**src/rtl/eic_ahb_regs.sv**
```systemverilog
// AHB-Lite register file for the external interrupt controller: mask, forced
// flag strobes and sense-mode selects out; pending flags and irq number in.
module eic_ahb_regs #(
  parameter int EIC_DIRECT_CHANNELS = 32,
  parameter int EIC_SENSE_CHANNELS  = 32,
  parameter int EIC_TOTAL_CHANNELS  = EIC_DIRECT_CHANNELS + EIC_SENSE_CHANNELS
) (
  input  logic                            CLK,
  input  logic                            RESETn,
  input  logic                            HSEL,
  input  logic [31:0]                     HADDR,
  input  logic [1:0]                      HTRANS,
  input  logic                            HWRITE,
  input  logic [2:0]                      HSIZE,
  input  logic [31:0]                     HWDATA,
  input  logic                            HREADY,
  output logic [31:0]                     HRDATA,
  output logic                            HREADYOUT,
  output logic                            HRESP,
  input  logic [EIC_TOTAL_CHANNELS-1:0]   request,
  input  logic [5:0]                      irqNumber,
  output logic [EIC_TOTAL_CHANNELS-1:0]   mask,
  output logic [EIC_TOTAL_CHANNELS-1:0]   requestWR,
  output logic [EIC_TOTAL_CHANNELS-1:0]   requestIn,
  output logic [2*EIC_SENSE_CHANNELS-1:0] senseMask
);

  localparam logic [3:0] A_EICR    = 4'd0;
  localparam logic [3:0] A_EIMSK0  = 4'd1;
  localparam logic [3:0] A_EIMSK1  = 4'd2;
  localparam logic [3:0] A_EIFR0   = 4'd3;
  localparam logic [3:0] A_EIFR1   = 4'd4;
  localparam logic [3:0] A_EIFRS0  = 4'd5;
  localparam logic [3:0] A_EIFRS1  = 4'd6;
  localparam logic [3:0] A_EIFRC0  = 4'd7;
  localparam logic [3:0] A_EIFRC1  = 4'd8;
  localparam logic [3:0] A_EISMSK0 = 4'd9;
  localparam logic [3:0] A_EISMSK1 = 4'd10;
  localparam logic [3:0] A_EIIPR   = 4'd11;

  // Internal state is kept 64 bits wide; bits beyond the configured channel
  // counts are forced to zero so they never store, read back or strobe.
  localparam logic [63:0] CH_VALID = (EIC_TOTAL_CHANNELS >= 64) ? {64{1'b1}} :
                                     ((64'd1 << EIC_TOTAL_CHANNELS) - 64'd1);
  localparam logic [63:0] SENSE_VALID = (2*EIC_SENSE_CHANNELS >= 64) ? {64{1'b1}} :
                                        ((64'd1 << (2*EIC_SENSE_CHANNELS)) - 64'd1);

  logic        eicr;
  logic [63:0] eimsk;
  logic [63:0] eismsk;
  logic [63:0] req_wr;
  logic [63:0] req_in;
  logic        data_valid;
  logic        data_write;
  logic [3:0]  data_addr;
  logic [63:0] request_ext;

  assign request_ext = 64'(request);

  always_ff @(posedge CLK) begin
    if (!RESETn) begin
      eicr       <= 1'b0;
      eimsk      <= '0;
      eismsk     <= '0;
      req_wr     <= '0;
      req_in     <= '0;
      data_valid <= 1'b0;
      data_write <= 1'b0;
      data_addr  <= '0;
    end else begin
      data_valid <= HSEL & HREADY & HTRANS[1];
      if (HSEL && HREADY && HTRANS[1]) begin
        data_write <= HWRITE;
        data_addr  <= HADDR[5:2];
      end
      // Flag strobes are single-cycle pulses following the committing edge.
      req_wr <= '0;
      req_in <= '0;
      if (data_valid && data_write) begin
        case (data_addr)
          A_EICR:    eicr <= HWDATA[0];
          A_EIMSK0:  eimsk[31:0]  <= HWDATA & CH_VALID[31:0];
          A_EIMSK1:  eimsk[63:32] <= HWDATA & CH_VALID[63:32];
          A_EIFR0: begin
            req_wr[31:0] <= CH_VALID[31:0];
            req_in[31:0] <= HWDATA & CH_VALID[31:0];
          end
          A_EIFR1: begin
            req_wr[63:32] <= CH_VALID[63:32];
            req_in[63:32] <= HWDATA & CH_VALID[63:32];
          end
          A_EIFRS0: begin
            req_wr[31:0] <= HWDATA & CH_VALID[31:0];
            req_in[31:0] <= HWDATA & CH_VALID[31:0];
          end
          A_EIFRS1: begin
            req_wr[63:32] <= HWDATA & CH_VALID[63:32];
            req_in[63:32] <= HWDATA & CH_VALID[63:32];
          end
          A_EIFRC0:  req_wr[31:0]  <= HWDATA & CH_VALID[31:0];
          A_EIFRC1:  req_wr[63:32] <= HWDATA & CH_VALID[63:32];
          A_EISMSK0: eismsk[31:0]  <= HWDATA & SENSE_VALID[31:0];
          A_EISMSK1: eismsk[63:32] <= HWDATA & SENSE_VALID[63:32];
          default: ;
        endcase
      end
    end
  end

  always_comb begin
    HRDATA = '0;
    if (data_valid && !data_write) begin
      case (data_addr)
        A_EICR:    HRDATA = {31'b0, eicr};
        A_EIMSK0:  HRDATA = eimsk[31:0];
        A_EIMSK1:  HRDATA = eimsk[63:32];
        A_EIFR0:   HRDATA = request_ext[31:0];
        A_EIFR1:   HRDATA = request_ext[63:32];
        A_EISMSK0: HRDATA = eismsk[31:0];
        A_EISMSK1: HRDATA = eismsk[63:32];
        A_EIIPR:   HRDATA = {26'b0, irqNumber};
        default:   HRDATA = '0;
      endcase
    end
  end

  // Clearing the global enable gates every channel but keeps EIMSK intact.
  assign mask      = eimsk[EIC_TOTAL_CHANNELS-1:0] & {EIC_TOTAL_CHANNELS{eicr}};
  assign requestWR = req_wr[EIC_TOTAL_CHANNELS-1:0];
  assign requestIn = req_in[EIC_TOTAL_CHANNELS-1:0];
  assign senseMask = eismsk[2*EIC_SENSE_CHANNELS-1:0];
  assign HREADYOUT = 1'b1;
  assign HRESP     = 1'b0;

  logic unused_ok;
  assign unused_ok = ^{HADDR[31:6], HADDR[1:0], HTRANS[0], HSIZE,
                       eimsk, eismsk, req_wr, req_in, request_ext};

endmodule

```
**config.mk**
```make
export PLATFORM = sky130hd
export DESIGN_NAME = eic_ahb_regs
export DESIGN_NICKNAME = d
export VERILOG_FILES = /design/src/rtl/eic_ahb_regs.sv
export SDC_FILE = /design/constraint.sdc
export NUM_CORES = 1
export LEC_CHECK = 0
export ABC_AREA = 1
export BUFFER_PORTS_ARGS = -buffer_cell sky130_fd_sc_hd__buf_4
export CAP_MARGIN = 20
export CELL_PAD_IN_SITES_DETAIL_PLACEMENT = 1
export CELL_PAD_IN_SITES_GLOBAL_PLACEMENT = 2
export CORE_MARGIN = 2
export CORE_UTILIZATION = 27
export DETAILED_ROUTE_END_ITERATION = 6
export GPL_ROUTABILITY_DRIVEN = 0
export GPL_TIMING_DRIVEN = 0
export PLACE_DENSITY_LB_ADDON = 0.05
export SETUP_SLACK_MARGIN = 0.02
export SLEW_MARGIN = 20
export SYNTH_ARGS = -nofsm -noshare
export SYNTH_HDL_FRONTEND = slang
export SYNTH_SLANG_ARGS = --single-unit
```
**constraint.sdc**
```tcl
create_clock -name CLK -period 2.8 [get_ports CLK]
set_clock_uncertainty 0.15 [all_clocks]
set_input_delay 0.14 -clock CLK [delete_from_list [all_inputs] [get_ports CLK]]
set_output_delay 0.14 -clock CLK [all_outputs]
set_load 0.005 [all_outputs]
```
==> results by group <==
Status
  • Status: complete, no violations

Logic synthesis
  • Yosys cell types: 19
  • Net count after synthesis: 1625
  • FF+latch count, synth: 263
  • Synth Cell Area: 10600 sq um
  • Synth Instances: 1481
  • Proportion of synthesized chip area in sequential cells: 0.496
  • Synth warn: 0
  • Syn Area/Cell: 7.17 sq um

Finish
  • Final Instance Area: 15800 sq um
  • Fillers: 4810
  • Sequential cell area: 5270 sq um
  • Multi-input logic area: 4430 sq um
  • Share of cells above drive strength 1: 0.270
  • Layout net count: 2104
  • Synth-to-Final Area Change: 48.8%

Global routing
  • GR Overflow Total: 0
  • Vias in the first global route: 12007
  • First-pass GRT wire length: 78.9 mm
  • Initial antenna violation count: 1
  • Total Routing Usage GR: 0.258
  • Largest net degree at the start of global routing: 17

Critical path
  • WP data required: 2.51 ns
  • R2r worst-path depth: 6
  • Top delay family on crit path: simple AND/OR/NAND/NOR gates
  • CP Class: register to primary output
  • Endpoint class of the critical path: primary output
  • Critical Path Max Stage Delay: 0.37 ns
  • Worst-path cell with the longest stage delay: dfxtp_1
  • Reg2reg end: requestIn[30]
  • Crit path launch type: register
  • Worst flop-to-flop path startpoint: data_addr[3]
  • Critical path peak fanout: 10
  • Arrival @ worst endpoint: 2.33 ns
  • R2r setup slk: 0.53 ns
  • Bufs and invs on worst path: 3
  • Critical path, cell by cell: inv_2 > nand2_1 > nor2_4 > buf_4 > nand2_1 > nand3_1 > nor2_1 > nor2_1 > buf_4

Place
  • IO Port Bufs: 399
  • Placed standard-cell area: 14300 sq um
  • HPWL Detailed: 40.4 mm

Hold path
  • Worst Hold Depth: 4
  • Type of the worst min-delay path: input pin to register
  • Hold path start: HWDATA[29]
  • Hold path endpoint: requestWR[61]

Die
  • Initial Util: 0.274
  • Chip Width: 202 um
  • Site Rows: 72
  • Core Area: 38700 sq um
  • Top Ports: 434
  • Die H: 202 um
  • Die area: 40900 sq um

Drt
  • Routed WL: 54.5 mm
  • DR vias/cell: 4.73
  • DRC: 0
  • Drt first pass iters: 5
  • Routed Antenna Nets: 0
  • Per-cell routed wire length: 21.8 um
  • Iter 0 DRT Violations: 565
  • Routed vias: 11838

STA
  • WHS: 0.270 ns
  • Achievable Freq: 382 MHz
  • RSZ-0062 raised after global routing: false
  • Tmin final: 2.62 ns
  • Setup-failing EPs final: 0
  • Max Slew Vio Count: 0
  • Rel. slew slack: 0.349
  • Tcrit/Tclk final: 0.934
  • Worst Tran Pin Value: 0.970 ns
  • Setup TNS Final: 0 ns
  • Fin. Hold Viols: 0

Clock tree
  • Sink Count: 263
  • CTS Root Cell: clkbuf_16
  • Worst-path clk slew: 0.06 ns
  • Worst skew pair latency: 0.58 ns
  • H-tree Lvls: 1
  • Num CTS Buffers: 31
  • Clock Path Buffers: 3
  • CTS tree: yes

Pwr
  • Cell Int Power: 6.28 mW
  • LEAKAGE: 7.27 nW
  • Net Sw Frac: 0.251
  • Comb pwr share: 0.066
  • PwrDens: 530 nW/um^2
  • Clock share of power: 0.486
  • Psw: 2.10 mW
  • Tot Pwr: 8.38 mW
  • Worst VDD drop: 366 uV
  • Sequential share of power: 0.448

Run
  • Max cap viols: 0
[worst min-delay path, cell delays in order]
cell and delay [ns]:
dlygate4sd3_1 0.53, buf_4 0.17, nand2_1 0.07, a21oi_1 0.05
[logic make-up (layout without fill, tap and decap cells)]
| logic type | Yosys count | after routing | synth area share |
|---|---|---|---|
| AND/OR/NAND/NOR | 776 | 776 | 0.305 |
| flip-flops | 263 | 263 | 0.496 |
| buffers and inverters | 223 | 726 | 0.0881 |
| AO/OA/AOI/OAI | 217 | 217 | 0.110 |
| other | 2 | 4 | 0.000707 |
[state kept, by name (all words and copies together) (netlist names)]
| name | count |
|---|---|
| eimsk | 64 |
| requestIn | 64 |
| requestWR | 64 |
| senseMask | 64 |
| data_addr | 4 |
| data_valid | 1 |
| data_write | 1 |
| eicr | 1 |
[cells in the final DEF, fill, tap and decap left out, types with 2 or more instances in the layout]
master and n:
o31ai_1 32, clkinv_4 2, a21oi_1 172, clkbuf_1 43
nor2_4 3, inv_2 7, dfxtp_1 262, o21ai_0 11
clkbuf_2 5, buf_1 13, clkinvlp_4 4, inv_1 105
nor2_1 140, clkbuf_16 31, buf_2 31, inv_6 2
clkbuf_8 7, diode_2 2, clkinv_2 6, nor2_2 6
clkbuf_4 5, conb_1 2, buf_4 418, nand3_1 236
dlygate4sd3_1 44, nand2_2 4, nand2_1 387
[routing by layer]
| metal | GRT usage | routed length (um) |
|---|---|---|
| met5 | 0 | 0 |
| met2 | 0.438 | 25900 |
| met3 | 0.0435 | 2950 |
| met4 | 0.0636 | 1200 |
| met1 | 0.340 | 24500 |
[worst max-delay path by stage]
| stage | from | to | depth (start not counted) |
|---|---|---|---|
| floorplan | data_addr[1] | HRDATA[13] | 8 |
| global placement | data_addr[1] | HRDATA[23] | 9 |
| detailed placement | data_addr[1] | HRDATA[23] | 9 |
| CTS | data_addr[3] | HRDATA[23] | 7 |
| global route | data_addr[3] | HRDATA[23] | 9 |
| finish | data_addr[1] | HRDATA[24] | 9 |
[cell type report]
cell class	count	share of cell area
flip-flops and latches	263	0.333
multi-input cells	995	0.280
repair buffers	446	0.219
clock buffers	41	0.0559
well taps	518	0.0410
plain buffers	111	0.0347
inverters	112	0.0266
clock inverters	16	0.00918
diodes	2	0.000317
[stage by stage]
stage | setup WS (ns) | utilization | cells
after CTS | 0.0115 | 0.407 | 2502
after detailed placement | 0.222 | 0.368 | 2398
after global placement | 0.199 | 0.368 | 2398
final | 0.184 | 0.408 | 2504
after global routing | 0.0526 | 0.408 | 2502
after floorplan | 1.25 | - | 1481
[synthesized netlist by cell type (all sizes together)]
library cell / n / area share
nand2: 391 / 0.14
nor2: 149 / 0.055
a21oi: 172 / 0.081
nand3: 236 / 0.11
inv: 112 / 0.040
o21ai: 13 / 0.0065
o31ai: 32 / 0.023
buf: 66 / 0.033
dfxtp: 263 / 0.50
conb: 2 / 0.00071
clkbuf: 45 / 0.016
[power groups by stage]
stage / logic (mW) / clock network [mW] / registers [mW]
floorplan: 0.177 / 0 / 3.83
global placement: 0.492 / 0 / 3.84
detailed placement: 0.495 / 0 / 3.84
CTS: 0.552 / 4.14 / 3.75
global route: 0.590 / 4.30 / 3.75
finish: 0.551 / 4.07 / 3.75
[what timing repair did]
item,in CTS,in global routing
setup buffers,3,0
hold buffers,44,0
endpoints found under the setup margin,51,19
cloned,0,0
resized for setup,10,13
hold endpoints to repair,263,0
pin swaps,2,0
Note: power is estimated with default switching activity, not from simulation.
